--- src/rtl/serializer_pkg.sv ---
// Shared types and line levels for the parallel-in/serial-out transmitter.
package serializer_pkg;

  typedef enum logic [1:0] {S_IDLE, S_START, S_DATA, S_STOP} ser_state_t;

  localparam logic LINE_IDLE = 1'b1;
  localparam logic START_BIT = 1'b0;

endpackage

--- src/rtl/bit_tick_counter.sv ---
// Bit-period timer: counts 0..DIV-1 and flags the last cycle of each serial bit.
module bit_tick_counter #(
  parameter int unsigned DIV = 4
) (
  input  logic clk,
  input  logic rst_n,
  input  logic clear,
  output logic tick,
  output logic tick_next
);

  localparam int unsigned CW = (DIV > 1) ? $clog2(DIV) : 1;
  localparam logic [CW-1:0] LAST = CW'(DIV - 1);

  logic [CW-1:0] cnt;

  always_ff @(posedge clk or negedge rst_n) begin
    if (!rst_n)
      cnt <= '0;
    else if (clear || tick)
      cnt <= '0;
    else
      cnt <= cnt + 1'b1;
  end

  assign tick = (cnt == LAST);

  // tick_next lets the parent register a pulse that lines up with tick.
  generate
    if (DIV == 1) begin : g_div1
      assign tick_next = 1'b1;
    end else begin : g_divn
      assign tick_next = !clear && !tick && (cnt == CW'(DIV - 2));
    end
  endgenerate

endmodule

--- src/rtl/dff_piso_serializer.sv ---
// Framed PISO transmitter: start bit, WIDTH data bits, stop bit, each DIV cycles.
module dff_piso_serializer
  import serializer_pkg::*;
#(
  parameter int unsigned WIDTH     = 8,
  parameter int unsigned DIV       = 4,
  parameter bit          MSB_FIRST = 1'b1
) (
  input  logic             clk,
  input  logic             rst_n,
  input  logic [WIDTH-1:0] din,
  input  logic             din_valid,
  output logic             din_ready,
  output logic             sout,
  output logic             busy,
  output logic             done
);

  localparam int unsigned BW = $clog2(WIDTH + 1);
  localparam logic [BW-1:0] LAST_BIT = BW'(WIDTH - 1);

  ser_state_t       state_q, state_d;
  logic [WIDTH-1:0] sr_q, sr_d;
  logic [BW-1:0]    bitcnt_q, bitcnt_d;
  logic             sout_d, busy_d, done_d, ready_d;
  logic             tick, tick_next;

  bit_tick_counter #(.DIV(DIV)) u_tick (
    .clk       (clk),
    .rst_n     (rst_n),
    .clear     (state_q == S_IDLE),
    .tick      (tick),
    .tick_next (tick_next)
  );

  always_comb begin
    state_d  = state_q;
    sr_d     = sr_q;
    bitcnt_d = bitcnt_q;
    case (state_q)
      S_IDLE: begin
        if (din_valid && din_ready) begin
          state_d  = S_START;
          sr_d     = din;
          bitcnt_d = '0;
        end
      end
      S_START: begin
        if (tick) state_d = S_DATA;
      end
      S_DATA: begin
        if (tick) begin
          if (bitcnt_q == LAST_BIT) begin
            state_d = S_STOP;
          end else begin
            bitcnt_d = bitcnt_q + 1'b1;
            sr_d     = MSB_FIRST ? (sr_q << 1) : (sr_q >> 1);
          end
        end
      end
      S_STOP: begin
        if (tick) state_d = S_IDLE;
      end
      default: state_d = S_IDLE;
    endcase

    // Pin outputs are computed from next state so they can be driven straight from flops.
    case (state_d)
      S_START: sout_d = START_BIT;
      S_DATA:  sout_d = MSB_FIRST ? sr_d[WIDTH-1] : sr_d[0];
      default: sout_d = LINE_IDLE;
    endcase
    busy_d  = (state_d != S_IDLE);
    ready_d = (state_d == S_IDLE);
    done_d  = (state_d == S_STOP) && tick_next;
  end

  always_ff @(posedge clk or negedge rst_n) begin
    if (!rst_n) begin
      state_q   <= S_IDLE;
      sr_q      <= '0;
      bitcnt_q  <= '0;
      sout      <= LINE_IDLE;
      busy      <= 1'b0;
      done      <= 1'b0;
      din_ready <= 1'b0;
    end else begin
      state_q   <= state_d;
      sr_q      <= sr_d;
      bitcnt_q  <= bitcnt_d;
      sout      <= sout_d;
      busy      <= busy_d;
      done      <= done_d;
      din_ready <= ready_d;
    end
  end

endmodule

--- config.mk ---
export PLATFORM = sky130hd
export DESIGN_NAME = dff_piso_serializer
export DESIGN_NICKNAME = d
export VERILOG_FILES = /design/src/rtl/serializer_pkg.sv /design/src/rtl/bit_tick_counter.sv /design/src/rtl/dff_piso_serializer.sv
export SDC_FILE = /design/constraint.sdc
export NUM_CORES = 1
export LEC_CHECK = 0
export CAP_MARGIN = 20
export CORE_MARGIN = 2
export CORE_UTILIZATION = 40
export CTS_CLUSTER_SIZE = 16
export DETAILED_ROUTE_END_ITERATION = 16
export PLACE_DENSITY_LB_ADDON = 0.2
export SLEW_MARGIN = 20
export SYNTH_ARGS = -nofsm -noshare
export SYNTH_HDL_FRONTEND = slang
export SYNTH_HIERARCHICAL = 1
export SYNTH_SLANG_ARGS = --single-unit
--- constraint.sdc ---
create_clock -name clk -period 3.55 [get_ports clk]
set_input_delay 1.065 -clock clk [delete_from_list [all_inputs] [get_ports clk]]
set_output_delay 1.065 -clock clk [all_outputs]
set_load 0.01 [all_outputs]
=== Yosys cells after proc, flatten, opt, wreduce, memory -nomap -nowiden ===
Cells that the tools add are included.

* Register bits: 20
* Latch bits: 0
* Memories kept: 0
* Output and inout bits: 4
* Input bits: 11
* Memory bits (writable): 0
* Bits in read-only memories: 0

* Mux-type cells: 16
* Bitwise logic cells: 0
* Eq/ne operators: 12
* $add $sub $neg: 2
* $lt $le $gt $ge: 0
* Divide/modulo/power cells: 0
* $mul: 0
* Reduce and logical (&&, ||, !) cells: 12
* Shift-type cells: 0

{| class="wikitable"
|+ Operators with widths
! operator !! count
|-
| 8-bit two-way mux || 3
|-
| 8-bit one-hot mux with 2 select lines || 1
|-
| 2-bit == test (second input constant) || 6
|-
| 2-bit two-way mux || 6
|-
| 4-bit two-way mux || 3
|-
| 2-bit one-hot mux with 4 select lines || 1
|-
| 4-bit one-hot mux with 2 select lines || 1
|-
| 4-bit by 1-bit adder with 4-bit output (second input constant) || 1
|-
| 2-bit by 1-bit == test with 1-bit output (second input constant) || 2
|-
| 4-bit by 3-bit == test with 1-bit output (second input constant) || 1
|-
| 1-bit logical AND || 4
|-
| 2-bit logical NOT || 2
|-
| 2-bit inequality test (second input constant) || 2
|-
| 4-bit AND reduction || 1
|-
| 2-bit nonzero test || 2
|-
| 2-bit by 1-bit adder with 2-bit output (second input constant) || 1
|-
| 1-bit logical NOT || 2
|-
| 2-bit by 1-bit inequality test with 1-bit output (second input constant) || 1
|-
| 1-bit one-hot mux with 2 select lines || 1
|-
| 1-bit logical OR || 1
|}

=== Logic depth before layout (Yosys ltp) ===
Gate-level depths: netlist of the first run.

* Depth in word-level cells: 6
* Depth in mapped cells: 5

=== Hierarchy ===
Netlist of the first run, hierarchy kept.

{| class="wikitable"
|+ By module, submodules not included
! module !! sequential area each (µm²) !! times used !! cells an instance !! area an instance (µm²)
|-
| dff_piso_serializer || 451.7 || 1 || 92 || 950.9
|-
| bit_tick_counter || 50.0 || 1 || 8 || 101.3
|}

=== Worst setup path before layout of the first run ===
No wires, ideal clock.

* Path kind: input to register
* From: input din_valid
* To: register sr_q[1]
* Data required time: 3.424 ns
* Slack: 1.671 ns
* Data arrival time: 1.753 ns
* Stages: 4
* Buffers on the path: 1
* Cell sequence: nor4bb_1 -> buf_4 -> a21oi_2 -> a221o_1

* Cells in the longest elaborated chain, start to end: 3

{| class="wikitable"
|+ Ends and longest elaborated chain
! item !! line !! text
|-
| start: declaration || dff_piso_serializer.sv:12 || <nowiki>input logic din_valid,</nowiki>
|-
| 1-bit logical AND || dff_piso_serializer.sv:42 || <nowiki>if (din_valid && din_ready) begin</nowiki>
|-
| 2-bit inequality test (no line) || n/a ||
|-
| 4-bit AND reduction (no line) || n/a ||
|-
| end signal: assignment || dff_piso_serializer.sv:89 || <nowiki>sr_q <= sr_d;</nowiki>
|-
| end: declaration || dff_piso_serializer.sv:23 || <nowiki>logic [WIDTH-1:0] sr_q, sr_d;</nowiki>
|}

No other way between the ends.
A chain may end at the register's enable or synchronous reset.

=== Worst setup path in the final report of the first run ===
* From: register sout
* To: output sout

{| class="wikitable"
|+ RTL lines
! item !! line !! text
|-
| start: declaration || dff_piso_serializer.sv:14 || <nowiki>output logic sout,</nowiki>
|-
| start signal: assignment || dff_piso_serializer.sv:91 || <nowiki>sout <= sout_d;</nowiki>
|}

No word-level cell between the ends.

==> impl_metrics.py, run 1 <==
metrics = {
    "detailed_routing": {
        "routed_wl_um": 2040,
        "firstDrtPassIters": 4,
        "drt.antenna.violating_nets": 0,
        "wire_per_inst_um": 14.3,
        "viasPerCell": 5.51,
        "drtIter0Drc": 11,
        "vias": 782,
        "drc": 0,
    },
    "global_route": {
        "grt_first_pass_wirelength_um": 3720,
        "overflow": 0,
        "grt_max_degree": 21,
        "grt_usage": 0.149,
        "antenna_found_initial": 0,
        "grt_pass1_vias": 784,
    },
    "clocking": {
        "path_clk_slew_ns": 0.12,
        "numCtsBuffers": 3,
        "ctsResizeCount": 0,
        "post-cts-setup-buffers": 0,
        "clock-root-buffer": "clkbuf_4",
        "h-tree-depth": 1,
        "clock_latency_ns": 0.30,
        "clockBufferDepth": 2,
        "hold_buffers": 0,
        "cts_tree": "yes",
        "cts.sinks": 20,
    },
    "sta": {
        "hold_viol_final": 0,
        "fmax_mhz": 414,
        "finalSetupViolCount": 0,
        "finClkSkew_ns": 0.00547,
        "fin_tns_setup_ns": 0,
        "grt_setup_unrepaired": "false",
        "final.period_utilization": 0.680,
        "tightest_slew_ns": 0.897,
        "hold_ws_ns": 0.471,
        "slew_viol_final": 0,
        "relSlewSlack": 0.400,
        "period_minus_slack_ns": 2.42,
    },
    "setup_path": {
        "crit_path_start_kind": "flip-flop",
        "worstPathMaxFanout": 1,
        "slowest_delay_ns": 0.54,
        "arrival_ns": 1.35,
        "crit_buf_inv": 1,
        "crit_slowest_cell": "dfstp_2",
        "cp_top_family": "flip-flops",
        "startpoint": "sout",
        "cp_data_required_time_ns": 2.48,
        "r2r_start": "u_tick/cnt[0]",
        "crit_chain": "clkdlybuf4s50_1",
        "worst-setup-path-type": "flip-flop to primary output",
        "crit_path_end_kind": "primary output",
    },
    "layout": {
        "synthToLayoutAreaGrowth_pct": 17.1,
        "layout_common_cells": "19 x dfrtp_1, 14 x clkdlybuf4s50_1, 12 x nand2_1",
        "n_fill_cell": 244,
        "final_nets": 127,
        "n_antenna_cell": 0,
        "final_common_cell": "dfrtp_1",
        "final_layout_size_suffix_gt1_frac": 0.0982,
    },
    "yosys": {
        "postSynthCellCount": 100,
        "ys_seq_area_frac": 0.477,
        "ys_async_sr_fraction": 1.00,
        "synth_flop_cell": "dfrtp_1",
        "syn-cell-area_mm2": 0.00105,
        "syn_nets": 114,
        "ys_seq_elements": 20,
        "synth_warnings": 6,
        "syn_avg_cell_area_um2": 10.5,
        "synth_top_area_cell": "dfrtp_1",
        "synth.distinct_cells": 41,
        "synth_top_area_frac": 0.452,
        "synth_edf_count": 0,
        "synthTopCellsByArea": "dfrtp_1 45%, a221o_1 4.8%, nand2_1 4.3%, and2_1 4.2%, ha_1 3.6%",
    },
    "die": {
        "coreArea_mm2": 0.00248,
        "die_y_um": 55.3,
        "start_util": 0.425,
        "std_cell_rows": 18,
        "die_w_um": 55.3,
        "ios": 15,
        "die_area_mm2": 0.00306,
    },
    "pwr": {
        "seqPwrFrac": 0.550,
        "p_leak_nw": 0.537,
        "p_per_area_mw_per_mm2": 420,
        "switching_share": 0.278,
        "pwr-share-comb": 0.194,
        "p_clk_frac": 0.256,
        "ir_drop_uv": 191,
        "internal_power_w": 0.000373,
        "switchingPower_w": 0.000144,
    },
    "placement": {
        "numPortBuffers": 14,
        "hpwlAfterDp_um": 1380,
        "routabilityCongestion": 0.734,
    },
    "worst_hold_path": {
        "hold_path_class": "flip-flop to flip-flop",
        "hp-start": "bitcnt_q[3]",
    },
    "job": {
        "drv_cap": 0,
    },
    "run_status": {
        "status": "finished clean",
    },
}
==> final timing paths <==
check	cells after the start	slack, ns	end
worst max-delay path	1	1.13	sout
worst min-delay path	1	0.47	bitcnt_q[3]
worst max register to register	4	1.70	sr_q[1]
worst min register to register	1	0.47	bitcnt_q[3]
max in group asynchronous	1	1.74	bitcnt_q[1]
min in group asynchronous	1	1.26	done
==> synthesized netlist by cell type, drive strengths merged, types with 3 or more instances <==
cell / instances
dfrtp: 19
nand2: 12
and2: 7
a221o: 5
buf: 5
o21ai: 5
a21oi: 4
ha: 3
==> sequential cells by signal, summed over array words and instances, names as in the netlist <==
register,cells
bitcnt_q,4
busy,1
din_ready,1
done,1
sout,1
sr_q,8
state_q,2
u_tick/cnt,2
==> worst reg2reg max path, stage by stage (launching register included) <==
cell and delay [ns]:
dfrtp_1 0.40, ha_1 0.56, and3b_1 0.35, a21oi_2 0.11
a221o_1 0.32
==> layout make-up <==
class | instances | area [µm²] | area share
clock buffer | 4 | 36.3 | 0.0294
inverter | 2 | 7.51 | 0.00609
multi-input combinational | 71 | 502 | 0.407
sequential | 20 | 502 | 0.407
tap | 30 | 37.5 | 0.0305
timing repair buffer | 15 | 148 | 0.120
==> per-layer routing <==
layer	vias to the layer above	share of wire	wire length, µm	GRT usage
met2	13	0.42	860	0.194
met1	376	0.53	1080	0.227
met5	-	0	0	0
met4	0	0.0059	12	0.0627
met3	2	0.043	88	0.0422
li1	391	-	-	-
==> logic make-up (layout without fill, tap and decap cells) <==
kind of cell	after synthesis	count (layout)	synth area share
flops	20	20	0.477
xor+xnor	1	1	0.00832
compound gates	26	26	0.182
simple gates	39	39	0.232
fa+ha+maj	3	3	0.0357
buf+inv	9	21	0.0464
mux	2	2	0.0190
==> per-stage QoR <==
stage | utilization | area [µm²] | total power [W] | instances | worst slack, ns
after floorplan | - | 1050 | 0.000350 | 100 | 1.67
after global placement | 0.483 | 1200 | 0.000385 | 138 | 1.01
after detailed placement | 0.483 | 1200 | 0.000390 | 138 | 0.977
after CTS | 0.497 | 1230 | 0.000524 | 142 | 1.12
after global routing | 0.497 | 1230 | 0.000553 | 142 | 1.07
final | 0.497 | 1230 | 0.000517 | 142 | 1.13
==> power by group through the flow <==
stage | clock (W) | combinational (W) | sequential, W
6_report | 0.000132 | 0.000100 | 0.000285
5_1_grt | 0.000150 | 0.000114 | 0.000290
4_1_cts | 0.000138 | 0.000102 | 0.000285
3_5_place_dp | 0 | 0.000101 | 0.000289
3_3_place_gp | 0 | 0.0000976 | 0.000287
2_1_floorplan | 0 | 0.0000717 | 0.000278
Note: power is estimated with default switching activity, not from simulation.
==> inputs of run 2 (changes only) <==
- clock period: 3.55 -> 2.2 ns (I/O delays scaled with it)
==> impl_metrics.py, run 2 (synthesis gave the netlist of run 1 again) <==
metrics = {
    "die": {
        "std_cell_rows": 18,
        "start_util": 0.425,
        "coreArea_mm2": 0.00248,
        "die_w_um": 55.3,
        "die_area_mm2": 0.00306,
        "ios": 15,
        "die_y_um": 55.3,
    },
    "sta": {
        "fin_tns_setup_ns": 0,
        "tightest_slew_ns": 0.537,
        "relSlewSlack": 0.642,
        "final.period_utilization": 0.908,
        "fmax_mhz": 500,
        "hold_viol_final": 0,
        "finClkSkew_ns": 0.00377,
        "finalSetupViolCount": 0,
        "period_minus_slack_ns": 2.00,
        "grt_setup_unrepaired": "false",
        "slew_viol_final": 0,
    },
    "detailed_routing": {
        "drc": 0,
        "drtIter0Drc": 7,
        "firstDrtPassIters": 4,
        "drt.antenna.violating_nets": 0,
        "routed_wl_um": 2080,
        "vias": 790,
        "viasPerCell": 5.41,
        "wire_per_inst_um": 14.2,
    },
    "layout": {
        "stdcell_area_mm2": 0.00125,
        "top_regs": "sr_q: 8 flops, bitcnt_q: 4 flops",
        "n_antenna_cell": 0,
        "regMostFlops": "sr_q",
        "final_layout_size_suffix_gt1_frac": 0.121,
        "largest_reg_flops": 8,
        "layout_common_cells": "19 x dfrtp_1, 14 x clkdlybuf4s50_1, 12 x nand2_1",
        "final_common_cell": "dfrtp_1",
        "synthToLayoutAreaGrowth_pct": 19.0,
        "final_nets": 131,
    },
    "job": {
        "drv_cap": 0,
    },
    "clocking": {
        "cts.sinks": 20,
        "cts_tree": "yes",
        "path_clk_slew_ns": 0.11,
        "clock-root-buffer": "clkbuf_4",
        "post-cts-setup-buffers": 0,
        "hold_buffers": 0,
        "numCtsBuffers": 3,
        "ctsResizeCount": 0,
        "clock_latency_ns": 0.29,
        "h-tree-depth": 1,
        "clockBufferDepth": 2,
    },
    "global_route": {
        "overflow": 0,
        "grt_first_pass_wirelength_um": 3800,
        "grt_max_degree": 21,
        "grt_pass1_vias": 815,
        "antenna_found_initial": 0,
        "grt_usage": 0.153,
    },
    "setup_path": {
        "crit_chain": "clkdlybuf4s50_1",
        "worst-setup-path-type": "flip-flop to primary output",
        "crit_path_start_kind": "flip-flop",
        "worstPathMaxFanout": 1,
        "crit_path_end_kind": "primary output",
        "cp_data_required_time_ns": 1.54,
        "slowest_delay_ns": 0.53,
        "cp_top_family": "flip-flops",
        "arrival_ns": 1.34,
        "crit_buf_inv": 1,
        "crit_slowest_cell": "dfstp_2",
    },
    "run_status": {
        "status": "finished clean",
    },
    "placement": {
        "hpwlAfterDp_um": 1440,
        "dpl_cell_area_mm2": 0.00123,
        "routabilityCongestion": 0.746,
        "numPortBuffers": 14,
    },
    "pwr": {
        "p_leak_nw": 0.550,
        "ir_drop_uv": 313,
        "p_per_area_mw_per_mm2": 644,
    },
    "worst_hold_path": {
        "hold_path_class": "flip-flop to flip-flop",
    },
}
[run 2: cell types whose count changed in the layout (fill, tap and decap cells not counted)]
cell | previous run | this run
clkbuf_1 | 0 | 1
buf_4 | 1 | 5
clkbuf_8 | 1 | 0
[run 2: report_power, final]
part | internal [W] | switching, W
Sequential | 0.000412 | 0.0000462
Clock | 0.0000704 | 0.000110
Combinational | 0.0000942 | 0.0000725
[run 2: layout make-up]
class	count	area (µm²)
timing repair buffer	19	178
fill	241	1220
multi-input combinational	71	502
clock buffer	4	26.3
tap	30	37.5
sequential	20	502
inverter	2	7.51
[run 2: metrics by stage]
stage | util | hold slack (ns) | std cells | total power, W | setup WS (ns)
after floorplan | - | 0.364 | 100 | 0.000564 | 0.726
after global placement | 0.495 | 0.461 | 142 | 0.000627 | 0.141
after detailed placement | 0.495 | 0.476 | 142 | 0.000633 | 0.142
after CTS | 0.506 | 0.493 | 146 | 0.000816 | 0.186
after global routing | 0.506 | 0.522 | 146 | 0.000861 | 0.151
final | 0.506 | 0.487 | 146 | 0.000806 | 0.202
[run 2: worst paths after layout]
check                           endpoint          start  cells after the start  slack (ns)
setup / recovery                    sout           sout                      1        0.20
hold / removal             u_tick/cnt[0]  u_tick/cnt[0]                      1        0.49
setup reg to reg                    done  u_tick/cnt[0]                      4        0.42
hold reg to reg            u_tick/cnt[0]  u_tick/cnt[0]                      1        0.49
max in group asynchronous           sout          rst_n                      2        1.24
min in group asynchronous        sr_q[5]          rst_n                      2        0.69
[run 2: routing by layer]
metal	wire [µm]	track usage	up-vias
met1	1080	0.228	371
met2	904	0.214	15
met5	0	0	-
met3	74	0.0375	2
li1	-	-	402
met4	18	0.0557	0
==> RTL change 1 (flow settings as in run 1) <==
Change the parameter `WIDTH` from 8 to 4.
--- a/src/rtl/dff_piso_serializer.sv
+++ b/src/rtl/dff_piso_serializer.sv
@@ -2,7 +2,7 @@
 module dff_piso_serializer
   import serializer_pkg::*;
 #(
-  parameter int unsigned WIDTH     = 8,
+  parameter int unsigned WIDTH     = 4,
   parameter int unsigned DIV       = 4,
   parameter bit          MSB_FIRST = 1'b1
 ) (
Ports: changed (resized din); port bits go from 15 to 11. No check against the original RTL was run, so the function may have changed too.
==> RTL change 1 against run 1 <==
Sequential power grew 5%. Die area shrank 31%. Cell area decreased by 33%. Worst setup slack better by 29 ps. Total power up 20%. Non-clock buffer count is 5 lower. Utilization down 0.56 points. Clock power down 26%. Global-route usage decreased by 2.1 points. Synthesized area shrank 33%. Sequential cell count decreased by 5. Routed wire length down 48%.
==> RTL change 1: results (changes against run 1) <==
The flow ran to the end, and the final reports show no timing, DRC or antenna violations. The cell depth of the worst flop-to-flop path was 6 (was 4); the pre-CTS setup slack was 986 ps (was 977 ps). The final routed wirelength across all metal layers came out at 1.06 mm (was 2.04 mm).

The total of buffers placed on input and output ports was 10 (was 14). For the weighted congestion at the end of routability-driven global placement, the log shows 0.657 (was 0.734). The via count of the first global-routing pass is 396 (was 784). The count of vias placed by the detailed router came out at 450 (was 782). The number of nets in the layout was 84 (was 127); the global-route wire length before repair was 1.77 mm (was 3.72 mm). The clock-pin slew of the registers on the worst-case setup and hold paths is 90 ps (was 120 ps). Wire length per cell after detailed routing: 11.9 um (was 14.3 um). Largest cells by area after synthesis: dfrtp_1 50%, ha_1 7.1%, a22o_1 5.0% (was dfrtp_1 45%, a221o_1 4.8%, nand2_1 4.3%). The count of distinct cell types in the synthesized netlist was 27 (was 41).

The logs give 12.8% (was 14.9%) for the overall track demand over capacity in global routing and 534 um (was 1.08 mm) for the detailed-route wire length on metal 1. The run gives 85 (was 138) as the number of cells in the design after placement. The run gives 0.000400 uW (was 0.000537 uW) as the leakage power figure.

Capture instance of the worst register-to-register path: sout (was sr_q[1]). Registers with the most flip-flops: sr_q x4, bitcnt_q x3 (was sr_q x8, bitcnt_q x4). The fraction of power spent switching nets is 33.5% (was 27.8%). Most used standard cells in the synthesized netlist: 14 x dfrtp_1, 7 x nand2_1, 6 x inv_1 (was 19 x dfrtp_1, 12 x nand2_1, 7 x and2_1). The sum of met2 wire segment lengths after detailed routing is 450 um (was 860 um), and the peak supply drop is 306 uV (was 191 uV).

Startpoint of the worst-slack reg-to-reg timing path: bitcnt_q[0] (was u_tick/cnt[0]). The biggest cell delay along the critical path works out to 520 ps (was 540 ps). The run gives 60 (was 100) as the cell count after synthesis. The share of layout cells above drive strength 1 was 12.5% (was 9.82%); the met3 wirelength from detailed routing was 48 um (was 88 um). Count of fill cells added during filler insertion: 172 (was 244). The run gives 759 um (was 1.38 mm) as the detailed-placement wirelength estimate. The placement-stage cell area is 805 um^2 (was 1200 um^2). The register-to-register setup slack is 1650 ps (was 1700 ps), and the worst hold slack is 474 ps (was 471 ps). For the met3 usage, the log shows 4.76% (was 4.22%). The tools report the source of the worst hold timing path as u_tick/cnt[0] (was bitcnt_q[3]). The logs give 17.4% (was 22.7%) for the global-route track usage on met1 and 0 (was 11) for the DRC marker count from the first detailed-route iteration.
## RTL change 1: cell count changes after synthesis, sizes merged, moves of 3 or more
cell / before / now
and2: 7 / 1
dfrtp: 19 / 14
nand2: 12 / 7
o21ai: 5 / 0
a221o: 5 / 1
a22o: 0 / 4
inv: 2 / 6
buf: 5 / 2
## RTL change 1: layout make-up
| type | instances | area [um^2] | share of cell area [%] |
|---|---|---|---|
| inverters | 6 | 22.5 | 2.71 |
| repair buffers | 10 | 100 | 12.0 |
| flip-flops and latches | 15 | 377 | 45.3 |
| well taps | 17 | 21.3 | 2.56 |
| clock buffers | 4 | 26.3 | 3.16 |
| multi-input cells | 37 | 284 | 34.2 |
## RTL change 1: cells by family (layout without fill, tap and decap cells)
family | count (synthesis) | count (layout) | share of synthesized area, %
mux | 2 | 2 | 3.03
simple gates | 19 | 19 | 16.9
fa+ha+maj | 4 | 4 | 7.13
flops | 15 | 15 | 53.7
buf+inv | 8 | 20 | 5.88
compound gates | 11 | 11 | 12.1
xor+xnor | 1 | 1 | 1.25
## RTL change 1: worst max-delay path by stage
stage	startpoint	to	slack, ps
finish	sout	sout	1160
global route	sout	sout	1110
CTS	sout	sout	1150
detailed placement	din_valid	sout	990
global placement	din_valid	sout	1000
floorplan	din_valid	sout	1500
## RTL change 1: power by group through the flow
| stage | Clock [uW] | Sequential [uW] | Combinational [uW] |
|---|---|---|---|
| global route | 112 | 309 | 257 |
| finish | 97.7 | 298 | 226 |
| CTS | 101 | 299 | 230 |
| global placement | 0 | 304 | 226 |
| floorplan | 0 | 285 | 186 |
| detailed placement | 0 | 303 | 229 |
## RTL change 1: worst reg2reg max path: stages (launching register included)
cell	delay, ps
dfrtp_1	390
ha_1	200
ha_1	210
and4bb_2	400
nor2_2	100
a21o_1	200
a221o_1	340
==> RTL change 2 (flow settings as in run 1) <==
Without the edit above. Reset style: synchronous (`rst_n`), changed in 2 clocked blocks.
--- a/src/rtl/bit_tick_counter.sv
+++ b/src/rtl/bit_tick_counter.sv
@@ -14,7 +14,7 @@
 
   logic [CW-1:0] cnt;
 
-  always_ff @(posedge clk or negedge rst_n) begin
+  always_ff @(posedge clk) begin
     if (!rst_n)
       cnt <= '0;
     else if (clear || tick)
--- a/src/rtl/dff_piso_serializer.sv
+++ b/src/rtl/dff_piso_serializer.sv
@@ -75,7 +75,7 @@
     done_d  = (state_d == S_STOP) && tick_next;
   end
 
-  always_ff @(posedge clk or negedge rst_n) begin
+  always_ff @(posedge clk) begin
     if (!rst_n) begin
       state_q   <= S_IDLE;
       sr_q      <= '0;
Function: differs if rst_n is asserted again (counterexample within 4 cycles, from zero or initial values and one cycle with rst_n low); with rst_n held inactive, the same outputs for 10 cycles.
==> RTL change 2 against run 1 <==
Total power down 17%. Global-route usage down 0.53 points. Routed wire length down 18%. Sequential cell count unchanged. Cell area down 11%. Synthesized area down 13%. Via count down 7.2%. Worst setup slack worse by 130 ps. Critical path type is now primary input to register. Largest cell class is now multi-input gates. Highest routed layer unchanged.
==> RTL change 2: results (changes against run 1) <==
The flow ran to the end, and the final reports show no timing, DRC or antenna violations. The top cell family by delay on the critical path was simple AND/OR/NAND/NOR gates (was flip-flops). For the peak supply drop, the log shows 257 uV (was 191 uV).

For the placement-stage cell area, the log shows 1050 um^2 (was 1200 um^2). The source of the worst hold timing path is sr_q[6] (was bitcnt_q[3]). The wire length per cell after detailed routing was 12.1 um (was 14.3 um); the total of buffers placed on input and output ports was 14 (unchanged). The logs give 113 (was 114) for the number of nets produced by synthesis and 207 (was 244) for the count of fill cells added during filler insertion. Fraction of power spent switching nets: 23.8% (was 27.8%). Largest cells by area after synthesis: dfxtp_1 44%, a21boi_0 4.9%, a22oi_1 4.9% (was dfrtp_1 45%, a221o_1 4.8%, nand2_1 4.3%).

The global-route track usage on met1 was 17.2% (was 22.7%); the register-to-register setup slack was 1720 ps (was 1700 ps). The leakage power figure was 0.000380 uW (was 0.000537 uW); the fmax was 0.394 GHz (was 0.414 GHz). The weighted congestion at the end of routability-driven global placement is 0.694 (was 0.734), and the count of distinct cell types in the synthesized netlist is 34 (was 41). The transition time of the tightest slew-check pin was 553 ps (was 897 ps). For the via count of the first global-routing pass, the log shows 688 (was 784). The pre-CTS setup slack was 687 ps (was 977 ps); the cell depth of the worst flop-to-flop path was 5 (was 4).

Hold-critical path endpoint: sr_q[6] (was bitcnt_q[3]). The tools report the largest net degree at the start of global routing as 17 (was 21). Master of the slowest instance on the critical path: clkdlybuf4s50_1 (was dfstp_2).

The share of synthesized registers carrying an async set or reset came out at 0% (was 100%). The largest fanout on the critical path was 13 (was 1); the number of cells in the design after placement was 135 (was 138). The detail-routed via count per cell is 5.22 (was 5.51). The run gives 2.86 mm (was 3.72 mm) as the global-route wire length before repair. The depth of the worst hold-timing path is 2 (was 1), and the biggest cell delay along the critical path is 500 ps (was 540 ps).

Worst setup path startpoint: din_valid (was sout). The logs give 820 um (was 1.08 mm) for the detailed-route wire length on metal 1 and 1.21 mm (was 1.38 mm) for the detailed-placement wirelength estimate. The number of nets in the layout was 126 (was 127). The tools report the sequential share of the synthesized area as 43.8% (was 47.7%). The tools report the worst hold slack as 463 ps (was 471 ps).

The share of layout cells above drive strength 1 was 7.21% (was 9.82%); the H-tree depth reported by CTS was 1 (unchanged). The overall track demand over capacity in global routing came out at 14.4% (was 14.9%). The startpoint of the worst-slack reg-to-reg timing path was u_tick/cnt[0] (unchanged). The logs give 2790 ps (was 1350 ps) for the arrival time of data at the critical path endpoint and 751 um (was 860 um) for the sum of met2 wire segment lengths after detailed routing. Cell count after synthesis: 99 (was 100). The clock tree skew after final layout was 2.01 ps (was 5.47 ps). The top layer used by detailed routing was met4 (unchanged). The met2 usage was 23.8% (was 19.4%). The capturing element of the worst setup path is bitcnt_q[3] (was sout).
==> RTL change 2: cell types whose count changed after synthesis, sizes merged, moves of 3 or more <==
cell    delta
and2       -5
dfrtp     -19
a221o      -5
dfxtp     +20
a211oi     +3
a21boi     +6
a22oi      +6
==> RTL change 2: cell type report <==
type	instances	area, um^2	share of cell area, %
multi-input combinational	69	464	42.5
sequential	20	400	36.7
clock buffer	4	36.3	3.33
timing repair buffer	14	140	12.8
inverter	4	15.0	1.38
tap	28	35.0	3.21
==> RTL change 2: power by group through the flow <==
stage	sequential, uW	combinational, uW	clock [uW]
5_1_grt	244	56.9	144
6_report	242	51.2	135
4_1_cts	242	51.6	138
3_5_place_dp	247	51.5	0
2_1_floorplan	246	31.1	0
3_3_place_gp	247	50.7	0
==> RTL change 2: kinds of logic (layout without fill, tap and decap cells) <==
group,Yosys count,after routing,share of synthesized area [%]
compound gates,33,33,24.5
simple gates,32,32,21.2
flops,20,20,43.8
buf+inv,10,22,5.47
fa+ha+maj,3,3,4.10
xor+xnor,1,1,0.958
